`src/rtl/sd_cmd_responder.sv`:
```
// SD card-side CMD line responder.
// Receives 48-bit host command frames (CRC7 checked). After a good frame it
// accepts one response request and drives it back on the CMD line: NCR
// idle-high cycles, then a 48-bit response frame with a generated CRC7.
module sd_cmd_responder #(
  parameter int unsigned NCR = 2  // idle-high cycles before the response (2..63)
) (
  input  logic        iclk,
  input  logic        irst,
  input  logic        icmd,
  output logic        ocmd,
  output logic        ocmd_oe,
  output logic        ocmd_valid,
  output logic [5:0]  ocmd_index,
  output logic [31:0] ocmd_arg,
  output logic        ocrc_err,
  output logic        oresp_ready,
  input  logic        iresp_valid,
  input  logic [5:0]  iresp_index,
  input  logic [31:0] iresp_arg,
  input  logic        iresp_nocrc,
  output logic        odone
);

  typedef enum logic [2:0] {
    S_IDLE,
    S_RX,
    S_SKIP,
    S_WAIT_RESP,
    S_PRE,
    S_TX
  } state_e;

  localparam logic [5:0] NCR_LAST = 6'(NCR - 1);

  // Frame bit positions expressed as bit-counter values.
  localparam logic [5:0] CNT_TBIT     = 6'd1;   // transmission bit
  localparam logic [5:0] CNT_CRC_LAST = 6'd39;  // last bit covered by CRC7
  localparam logic [5:0] CNT_SKIP_END = 6'd45;  // last of the 46 skipped bits
  localparam logic [5:0] CNT_END      = 6'd47;  // end bit

  // One serial step of CRC7, polynomial x^7 + x^3 + 1.
  function automatic logic [6:0] crc7_step(input logic [6:0] crc, input logic din);
    logic fb;
    fb = din ^ crc[6];
    crc7_step = {crc[5:0], 1'b0} ^ {3'b000, fb, 2'b00, fb};
  endfunction

  state_e       state_q, state_d;
  logic [5:0]   cnt_q, cnt_d;
  logic [6:0]   crc_q, crc_d;
  logic [45:0]  rx_sh_q, rx_sh_d;     // frame bits 46..1; bit b lands in rx_sh[b-1]
  logic [47:0]  tx_sh_q, tx_sh_d;     // response frame, MSB is on the line
  logic         nocrc_q, nocrc_d;
  logic         cmd_valid_q, cmd_valid_d;
  logic         crc_err_q, crc_err_d;
  logic [5:0]   cmd_index_q, cmd_index_d;
  logic [31:0]  cmd_arg_q, cmd_arg_d;
  logic         done_q, done_d;
  logic         rx_err;

  // Next-state and datapath logic for receive, response wait, and transmit.
  always_comb begin
    // NOTE: every variable gets a default first so no path can infer a latch.
    state_d     = state_q;
    cnt_d       = cnt_q;
    crc_d       = crc_q;
    rx_sh_d     = rx_sh_q;
    tx_sh_d     = tx_sh_q;
    nocrc_d     = nocrc_q;
    cmd_index_d = cmd_index_q;
    cmd_arg_d   = cmd_arg_q;
    cmd_valid_d = 1'b0;
    crc_err_d   = 1'b0;
    done_d      = 1'b0;
    rx_err      = (crc_q != rx_sh_q[6:0]) | ~icmd;

    unique case (state_q)
      S_IDLE: begin
        if (!icmd) begin
          // The start bit is zero, so it leaves a zero CRC unchanged.
          state_d = S_RX;
          cnt_d   = 6'd1;
          crc_d   = '0;
          rx_sh_d = '0;
        end
      end

      S_RX: begin
        rx_sh_d = {rx_sh_q[44:0], icmd};
        cnt_d   = cnt_q + 6'd1;
        if (cnt_q <= CNT_CRC_LAST) crc_d = crc7_step(crc_q, icmd);
        if (cnt_q == CNT_TBIT && !icmd) begin
          // Card-to-host frame seen on the line: consume it silently.
          state_d = S_SKIP;
          cnt_d   = '0;
        end else if (cnt_q == CNT_END) begin
          cmd_valid_d = 1'b1;
          crc_err_d   = rx_err;
          cmd_index_d = rx_sh_q[44:39];
          cmd_arg_d   = rx_sh_q[38:7];
          state_d     = rx_err ? S_IDLE : S_WAIT_RESP;
          cnt_d       = '0;
        end
      end

      S_SKIP: begin
        cnt_d = cnt_q + 6'd1;
        if (cnt_q == CNT_SKIP_END) begin
          state_d = S_IDLE;
          cnt_d   = '0;
        end
      end

      S_WAIT_RESP: begin
        // A response request wins over a simultaneous host start bit.
        if (iresp_valid) begin
          tx_sh_d = {2'b00, iresp_index, iresp_arg, 7'h7F, 1'b1};
          nocrc_d = iresp_nocrc;
          crc_d   = '0;
          cnt_d   = '0;
          state_d = S_PRE;
        end else if (!icmd) begin
          state_d = S_RX;
          cnt_d   = 6'd1;
          crc_d   = '0;
          rx_sh_d = '0;
        end
      end

      S_PRE: begin
        cnt_d = cnt_q + 6'd1;
        if (cnt_q == NCR_LAST) begin
          state_d = S_TX;
          cnt_d   = '0;
        end
      end

      S_TX: begin
        tx_sh_d = {tx_sh_q[46:0], 1'b1};
        cnt_d   = cnt_q + 6'd1;
        if (cnt_q <= CNT_CRC_LAST) crc_d = crc7_step(crc_q, tx_sh_q[47]);
        // After the 40th bit the preset 7'h7F field reaches the top; overwrite
        // it with the finished CRC unless the response asked for no CRC.
        if (cnt_q == CNT_CRC_LAST && !nocrc_q)
          tx_sh_d[47:41] = crc7_step(crc_q, tx_sh_q[47]);
        if (cnt_q == CNT_END) begin
          state_d = S_IDLE;
          cnt_d   = '0;
          done_d  = 1'b1;
        end
      end

      default: begin
        state_d = S_IDLE;
        cnt_d   = '0;
      end
    endcase
  end

  // State and datapath registers; reset releases the line immediately.
  always_ff @(posedge iclk or negedge irst) begin
    if (!irst) begin
      state_q     <= S_IDLE;
      cnt_q       <= '0;
      crc_q       <= '0;
      rx_sh_q     <= '0;
      tx_sh_q     <= '0;
      nocrc_q     <= 1'b0;
      cmd_valid_q <= 1'b0;
      crc_err_q   <= 1'b0;
      cmd_index_q <= '0;
      cmd_arg_q   <= '0;
      done_q      <= 1'b0;
    end else begin
      // NOTE: sequential state uses non-blocking assignments so every register
      // samples pre-edge values regardless of statement order.
      state_q     <= state_d;
      cnt_q       <= cnt_d;
      crc_q       <= crc_d;
      rx_sh_q     <= rx_sh_d;
      tx_sh_q     <= tx_sh_d;
      nocrc_q     <= nocrc_d;
      cmd_valid_q <= cmd_valid_d;
      crc_err_q   <= crc_err_d;
      cmd_index_q <= cmd_index_d;
      cmd_arg_q   <= cmd_arg_d;
      done_q      <= done_d;
    end
  end

  // Line drive decodes straight from the state register, so an async reset
  // floats the pad in the same instant.
  assign ocmd_oe     = (state_q == S_PRE) || (state_q == S_TX);
  assign ocmd        = (state_q == S_TX) ? tx_sh_q[47] : 1'b1;
  assign oresp_ready = (state_q == S_WAIT_RESP);
  assign ocmd_valid  = cmd_valid_q;
  assign ocrc_err    = crc_err_q;
  assign ocmd_index  = cmd_index_q;
  assign ocmd_arg    = cmd_arg_q;
  assign odone       = done_q;

endmodule

```
`config.mk`:
```
export PLATFORM = sky130hd
export DESIGN_NAME = sd_cmd_responder
export DESIGN_NICKNAME = d
export VERILOG_FILES = /design/src/rtl/sd_cmd_responder.sv
export SDC_FILE = /design/constraint.sdc
export NUM_CORES = 1
export LEC_CHECK = 0
export CAP_MARGIN = 20
export CORE_AREA = 5 5 106 117
export CTS_CLUSTER_DIAMETER = 150
export DETAILED_ROUTE_END_ITERATION = 6
export DIE_AREA = 0 0 111 122
export GPL_TIMING_DRIVEN = 1
export PLACE_DENSITY = 0.84
export SYNTH_ARGS = -nofsm -noshare
export SYNTH_HDL_FRONTEND = slang
export SYNTH_SLANG_ARGS = --single-unit
```
`constraint.sdc`:
```
create_clock -name iclk -period 5.08 [get_ports iclk]
set_input_delay 0.762 -clock iclk [delete_from_list [all_inputs] [get_ports iclk]]
set_output_delay 0.762 -clock iclk [all_outputs]
set_load 0.005 [all_outputs]
```
==> flow_summary_export.csv, run 1 <==
group,metric,value,unit
outcome,status,"finished, final reports clean",
global_routing,grt-ovfl-total,0,
floorplanning,initial_core_util,0.567,
timing,hold_viol_final,0,
finish,regArea,3780,sq um
global_routing,grt_pass1_wl,20900,microns
detailed_routing,drt_iter0_markers,339,
timing,finalMaxSlewViolations,0,
synth,ys_seq_elements,151,
setup_path,cp-start-kind,"flop",
timing,finalCriticalPeriod,3.40,ns
detailed_routing,wirelength,12400,microns
global_routing,antenna_found_initial,0,
synth,synth_area,6370,sq um
synth,synth.area.top_cells,"dfrtp_1 59%, mux2_1 6.9%, a22o_1 6.9%, nand2_1 5.2%, a31oi_1 3.8%",
synth,synthTopCellsByCount,"151 x dfrtp_1, 89 x nand2_1, 58 x nor2_1",
synth,yosysMostFrequentCell,"dfrtp_1",
min_path,hold_path_class,"input port to asynchronous set/reset pin",
clocking,path_clk_slew,0.06,ns
clocking,clockRootBuffer,"clkbuf_16",
floorplanning,core_area,11200,sq um
timing,tightest_slew,0.948,ns
finish,fillerInstances,766,
synth,syn_area_per_cell,11.2,sq um
global_routing,grt_max_degree,112,
clocking,cts.sinks,151,
clocking,cts_hold_buffers,0,
finish,multi_input_area,2400,sq um
floorplanning,die_area,13500,sq um
clocking,cts_resized,0,
placement,dp_slack,1.94,ns
timing,skew,0.00681,ns
timing,rsz0062_at_grt,"false",
timing,setup_viol,0,
synth,synthCells,568,
global_routing,grtUsageTotal,0.191,
timing,fin_crit_sh,0.669,
floorplanning,dieHeight,122,microns
floorplanning,rows,41,
detailed_routing,num_vias,4627,
detailed_routing,drc,0,
clocking,cts_setup_buffers,0,
finish,nets,690,
power,p_leak,3.62,nW
setup_path,cp_max_fo,97,
synth,synth_warnings,0,
run,drv_cap,0,
synth,ys_seq_area_frac,0.593,
synth,synthFlopType,"dfrtp_1",
placement,port_buffers,86,
synth,synth_top_area_frac,0.593,
clocking,worstSkewPairLatency,0.41,ns
global_routing,grt_pass1_vias,4367,
synth,yosysUniqueCellTypes,44,
finish,area_growth,24.0,%
synth,synth_top_cell_by_area,"dfrtp_1",
synth,async_reset_ff_frac,1.00,
finish,antenna_cells,0,
synth,syn_nets,614,
detailed_routing,drtAntennaViolNets,0,
setup_path,critPathArrivalTime,2.64,ns
clocking,cts-buffers-inserted,17,
clocking,cts_tree,"yes",
timing,max_slew_margin,0.368,
setup_path,crit_type,"flop to primary output",
setup_path,r2r-start,"state_q[0]",
detailed_routing,vias_per_cell,5.73,
timing,fmax,294,MHz
floorplanning,die_w,111,microns
detailed_routing,wl_per_cell,15.4,microns
setup_path,crit_path_start,"state_q[0]",
detailed_routing,drtPass1Iterations,5,
clocking,cts_buffer_depth,2,
clocking,cts-htree-levels,4,
power,power_density,479,nW/um^2
timing,timing.final.ws_setup,1.68,ns
placement,dpl.hpwl,8130,microns
floorplanning,ios,87,
timing,setup_tns,0,ns
setup_path,cp.required,4.32,ns
finish,drive_above_1_share,0.0852,
setup_path,endpoint_kind,"primary output",
power,irDropWorstVdd,0.296,mV
synth,synth-edff-count,0,
placement,gp_congestion,0.828,
==> cells by family (layout without fill, tap and decap cells) <==
| group | Yosys count | after routing | share of synthesized area |
|---|---|---|---|
| and+or+nand+nor | 187 | 187 | 0.127 |
| DFF | 151 | 151 | 0.593 |
| AOI/OAI and AO/OA | 129 | 129 | 0.149 |
| muxes | 45 | 45 | 0.0792 |
| buffers and inverters | 43 | 132 | 0.0316 |
| xor gates and xnor gates | 10 | 10 | 0.0138 |
| adders and majority gates | 3 | 3 | 0.00589 |
==> layer usage <==
metal,part of all wire,track usage,wire [microns]
met5,0,0,0
met4,0.010,0.0562,125
met3,0.059,0.0537,728
met2,0.49,0.314,6090
met1,0.44,0.249,5480
==> path summary, 6_finish.rpt <==
kind	to	slack [ns]	cells past startpoint
max	ocmd	1.68	5
min	ocmd_arg[28]	0.46	1
max reg2reg	ocmd_arg[3]	2.50	4
min reg2reg	tx_sh_q[0]	0.48	1
max in group asynchronous	tx_sh_q[47]	3.54	2
min in group iclk	tx_sh_q[0]	0.48	1
==> registers in the layout (all words and copies together), names as in the netlist <==
signal	cells
ocrc_err	1
ocmd_arg	32
ocmd_index	6
nocrc_q	1
tx_sh_q	48
crc_q	7
rx_sh_q	45
cnt_q	6
odone	1
state_q	3
ocmd_valid	1
==> final cells by class <==
| cell class | instances | area share |
|---|---|---|
| clock buffer | 17 | 0.0539 |
| timing repair buffer | 93 | 0.117 |
| sequential | 151 | 0.478 |
| tap | 150 | 0.0238 |
| inverter | 7 | 0.00333 |
| clock inverter | 15 | 0.0206 |
| multi-input combinational | 374 | 0.303 |
==> report_power, final <==
part	internal, W	switching [W]	leakage, nW
clock	0.000695	0.000525	0.282
combinational	0.000397	0.000553	1.42
sequential	0.00142	0.000193	1.91
total	0.00251	0.00127	3.62
==> through the flow <==
| step | cells | total power (W) | hold WS, ns | util | area (sq um) |
|---|---|---|---|---|---|
| after detailed placement | 774 | 0.00255 | 0.460 | 0.649 | 7300 |
| after global routing | 807 | 0.00400 | 0.499 | 0.703 | 7900 |
| final | 807 | 0.00378 | 0.463 | 0.703 | 7900 |
| after CTS | 806 | 0.00379 | 0.479 | 0.702 | 7880 |
| after global placement | 774 | 0.00251 | 0.454 | 0.649 | 7300 |
| after floorplan | 568 | 0.00230 | 0.439 | - | 6370 |
==> worst max-delay path, stage by stage, from the launching register on <==
cell and delay (ns):
dfrtp_1 0.53, nor2b_1 0.24, nand2_2 0.09, buf_4 0.64, or2_1 0.21, clkdlybuf4s50_1 0.50
==> placed cells by master (no fill, tap or decap), types with 5 or more instances in the layout <==
| cell type | n |
|---|---|
| nand2_1 | 88 |
| a22o_1 | 50 |
| nand3_1 | 8 |
| buf_4 | 6 |
| xnor2_1 | 10 |
| dfrtp_1 | 151 |
| clkbuf_16 | 17 |
| a31oi_1 | 39 |
| nor2b_1 | 6 |
| clkdlybuf4s50_1 | 85 |
| o21ai_1 | 8 |
| inv_6 | 5 |
| mux2_1 | 39 |
| a21oi_1 | 13 |
| nor2_1 | 58 |
(Power assumes the default switching activity.)
==> inputs of run 2 (changes only) <==
--- a/config.mk
+++ b/config.mk
@@ -6,12 +6,12 @@
 export NUM_CORES = 1
 export LEC_CHECK = 0
 export CAP_MARGIN = 20
-export CORE_AREA = 5 5 106 117
+export CORE_AREA = 5 5 115 128
 export CTS_CLUSTER_DIAMETER = 150
 export DETAILED_ROUTE_END_ITERATION = 6
-export DIE_AREA = 0 0 111 122
+export DIE_AREA = 0 0 120 133
 export GPL_TIMING_DRIVEN = 1
-export PLACE_DENSITY = 0.84
+export PLACE_DENSITY = 0.74
 export SYNTH_ARGS = -nofsm -noshare
 export SYNTH_HDL_FRONTEND = slang
 export SYNTH_SLANG_ARGS = --single-unit
==> constraint.sdc (replaced) <==
create_clock -name iclk -period 3.1 [get_ports iclk]
set_input_delay 0.465 -clock iclk [delete_from_list [all_inputs] [get_ports iclk]]
set_output_delay 0.465 -clock iclk [all_outputs]
set_load 0.005 [all_outputs]
==> flow_summary_export.csv, run 2 (same netlist as run 1, synthesis figures left out) <==
group,metric,value,unit
placement,dpl.hpwl,8440,microns
power,p_leak,3.65,nW
global_routing,grt_pass1_wl,22300,microns
finish,max_flop_register,"tx_sh_q",
floorplanning,ios,87,
setup_path,cpMaxStageDelayCell,"dfrtp_1",
detailed_routing,drtAntennaViolNets,0,
timing,finalMaxSlewViolations,0,
timing,rsz0062_at_grt,"false",
clocking,clockRootBuffer,"clkbuf_16",
timing,hold_viol_final,0,
clocking,cts-buffers-inserted,17,
finish,antenna_cells,0,
timing,fin_crit_sh,0.838,
placement,gp_congestion,0.835,
detailed_routing,drc,0,
timing,timing.final.ws_setup,0.501,ns
placement,port_buffers,86,
power,irDropWorstVdd,0.513,mV
global_routing,grt-ovfl-total,0,
finish,nets,692,
setup_path,crit_type,"flop to primary output",
timing,fmax,385,MHz
finish,drive_above_1_share,0.0865,
setup_path,r2r-start,"state_q[0]",
setup_path,crit_path_start,"state_q[0]",
finish,layout_commonest_cell,"dfrtp_1",
clocking,worstSkewPairLatency,0.42,ns
global_routing,antenna_found_initial,0,
finish,largest_register_ffs,48,
floorplanning,die_area,16000,sq um
floorplanning,rows,45,
detailed_routing,num_vias,4596,
setup_path,cp_max_fo,15,
timing,whs,0.0768,ns
placement,dp_slack,0.673,ns
clocking,path_clk_slew,0.06,ns
finish,area_growth,25.2,%
clocking,cts-htree-levels,4,
setup_path,endpoint_kind,"primary output",
detailed_routing,vias_per_cell,5.58,
clocking,cts_tree,"yes",
timing,skew,0.00840,ns
placement,dpl_cell_area,7370,sq um
floorplanning,initial_core_util,0.473,
global_routing,grtUsageTotal,0.171,
setup_path,cp-start-kind,"flop",
clocking,cts.sinks,151,
detailed_routing,wirelength,12700,microns
timing,finalCriticalPeriod,2.60,ns
clocking,cts_buffer_depth,2,
timing,max_slew_margin,0.440,
clocking,cts_hold_buffers,0,
clocking,cts_setup_buffers,0,
setup_path,crit_path_max_incr_delay,0.62,ns
global_routing,grt_max_degree,97,
setup_path,critPathArrivalTime,2.13,ns
floorplanning,dieHeight,133,microns
run,drv_cap,0,
floorplanning,core_area,13500,sq um
timing,setup_viol,0,
clocking,cts_resized,0,
outcome,status,"finished, final reports clean",
min_path,hold_path_class,"input port to asynchronous set/reset pin",
finish,layout_common_cells,"151 x dfrtp_1, 88 x nand2_1, 85 x clkdlybuf4s50_1",
detailed_routing,wl_per_cell,15.4,microns
floorplanning,die_w,120,microns
finish,stdcell_area,7980,sq um
timing,setup_tns,0,ns
detailed_routing,drtPass1Iterations,5,
timing,tightest_slew,0.840,ns
setup_path,cp.required,2.63,ns
power,power_density,788,nW/um^2
setup_path,cp_cell_sequence,"nor2b_1 -> nand2_2 -> or2_1 -> clkdlybuf4s50_1",
global_routing,grt_pass1_vias,4590,
detailed_routing,drt_iter0_markers,394,
run 2: cell count changes in the layout (fill, tap and decap cells not counted), sizes merged:
cell	previous run	this run
buf	7	10
clkinv	5	3
bufinv	1	2
clkbuf	18	19
clkinvlp	2	1
run 2: path summary, 6_finish.rpt:
| kind | to | slack (ns) | cells past startpoint |
|---|---|---|---|
| hold reg to reg | ocmd_arg[22] | 0.48 | 1 |
| setup / recovery | ocmd | 0.50 | 4 |
| min in group iclk | ocmd_arg[22] | 0.48 | 1 |
| setup reg to reg | ocmd_arg[27] | 0.91 | 5 |
| hold / removal | ocmd_arg[23] | 0.08 | 1 |
| max in group asynchronous | rx_sh_q[29] | 2.26 | 2 |
run 2: stage by stage:
step / util / std cells / power [W]
floorplan: - / 568 / 0.00378
global route: 0.593 / 823 / 0.00667
finish: 0.593 / 823 / 0.00629
CTS: 0.593 / 823 / 0.00634
global placement: 0.548 / 791 / 0.00415
detailed placement: 0.548 / 791 / 0.00423
run 2: area by class of cell:
class / count / area (sq um)
Clock buffer: 19 / 443
Multi-Input combinational cell: 374 / 2400
Sequential cell: 151 / 3780
Fill cell: 1110 / 5480
Clock inverter: 13 / 160
Tap cell: 164 / 205
Timing Repair Buffer: 95 / 967
Inverter: 7 / 26.3
run 2: power breakdown:
group          leakage (nW)  switching [W]  total (W)  internal, W
clock network         0.293       0.000851    0.00208      0.00123
logic                  1.45       0.000919    0.00157     0.000650
registers              1.91       0.000312    0.00264      0.00232
run 2: worst max-delay path: cells and delay by family (launching register included):
family	cells	cell delay, ns
and+or+nand+nor	3	0.64
DFF	1	0.62
buffers and inverters	1	0.45
run 2: routing by layer:
metal / wire (microns) / up-vias / track usage
met5: 0 / - / 0
met4: 254 / 0 / 0.0656
met3: 754 / 22 / 0.0496
met2: 6140 / 135 / 0.271
met1: 5560 / 2268 / 0.224
li1: - / 2171 / -
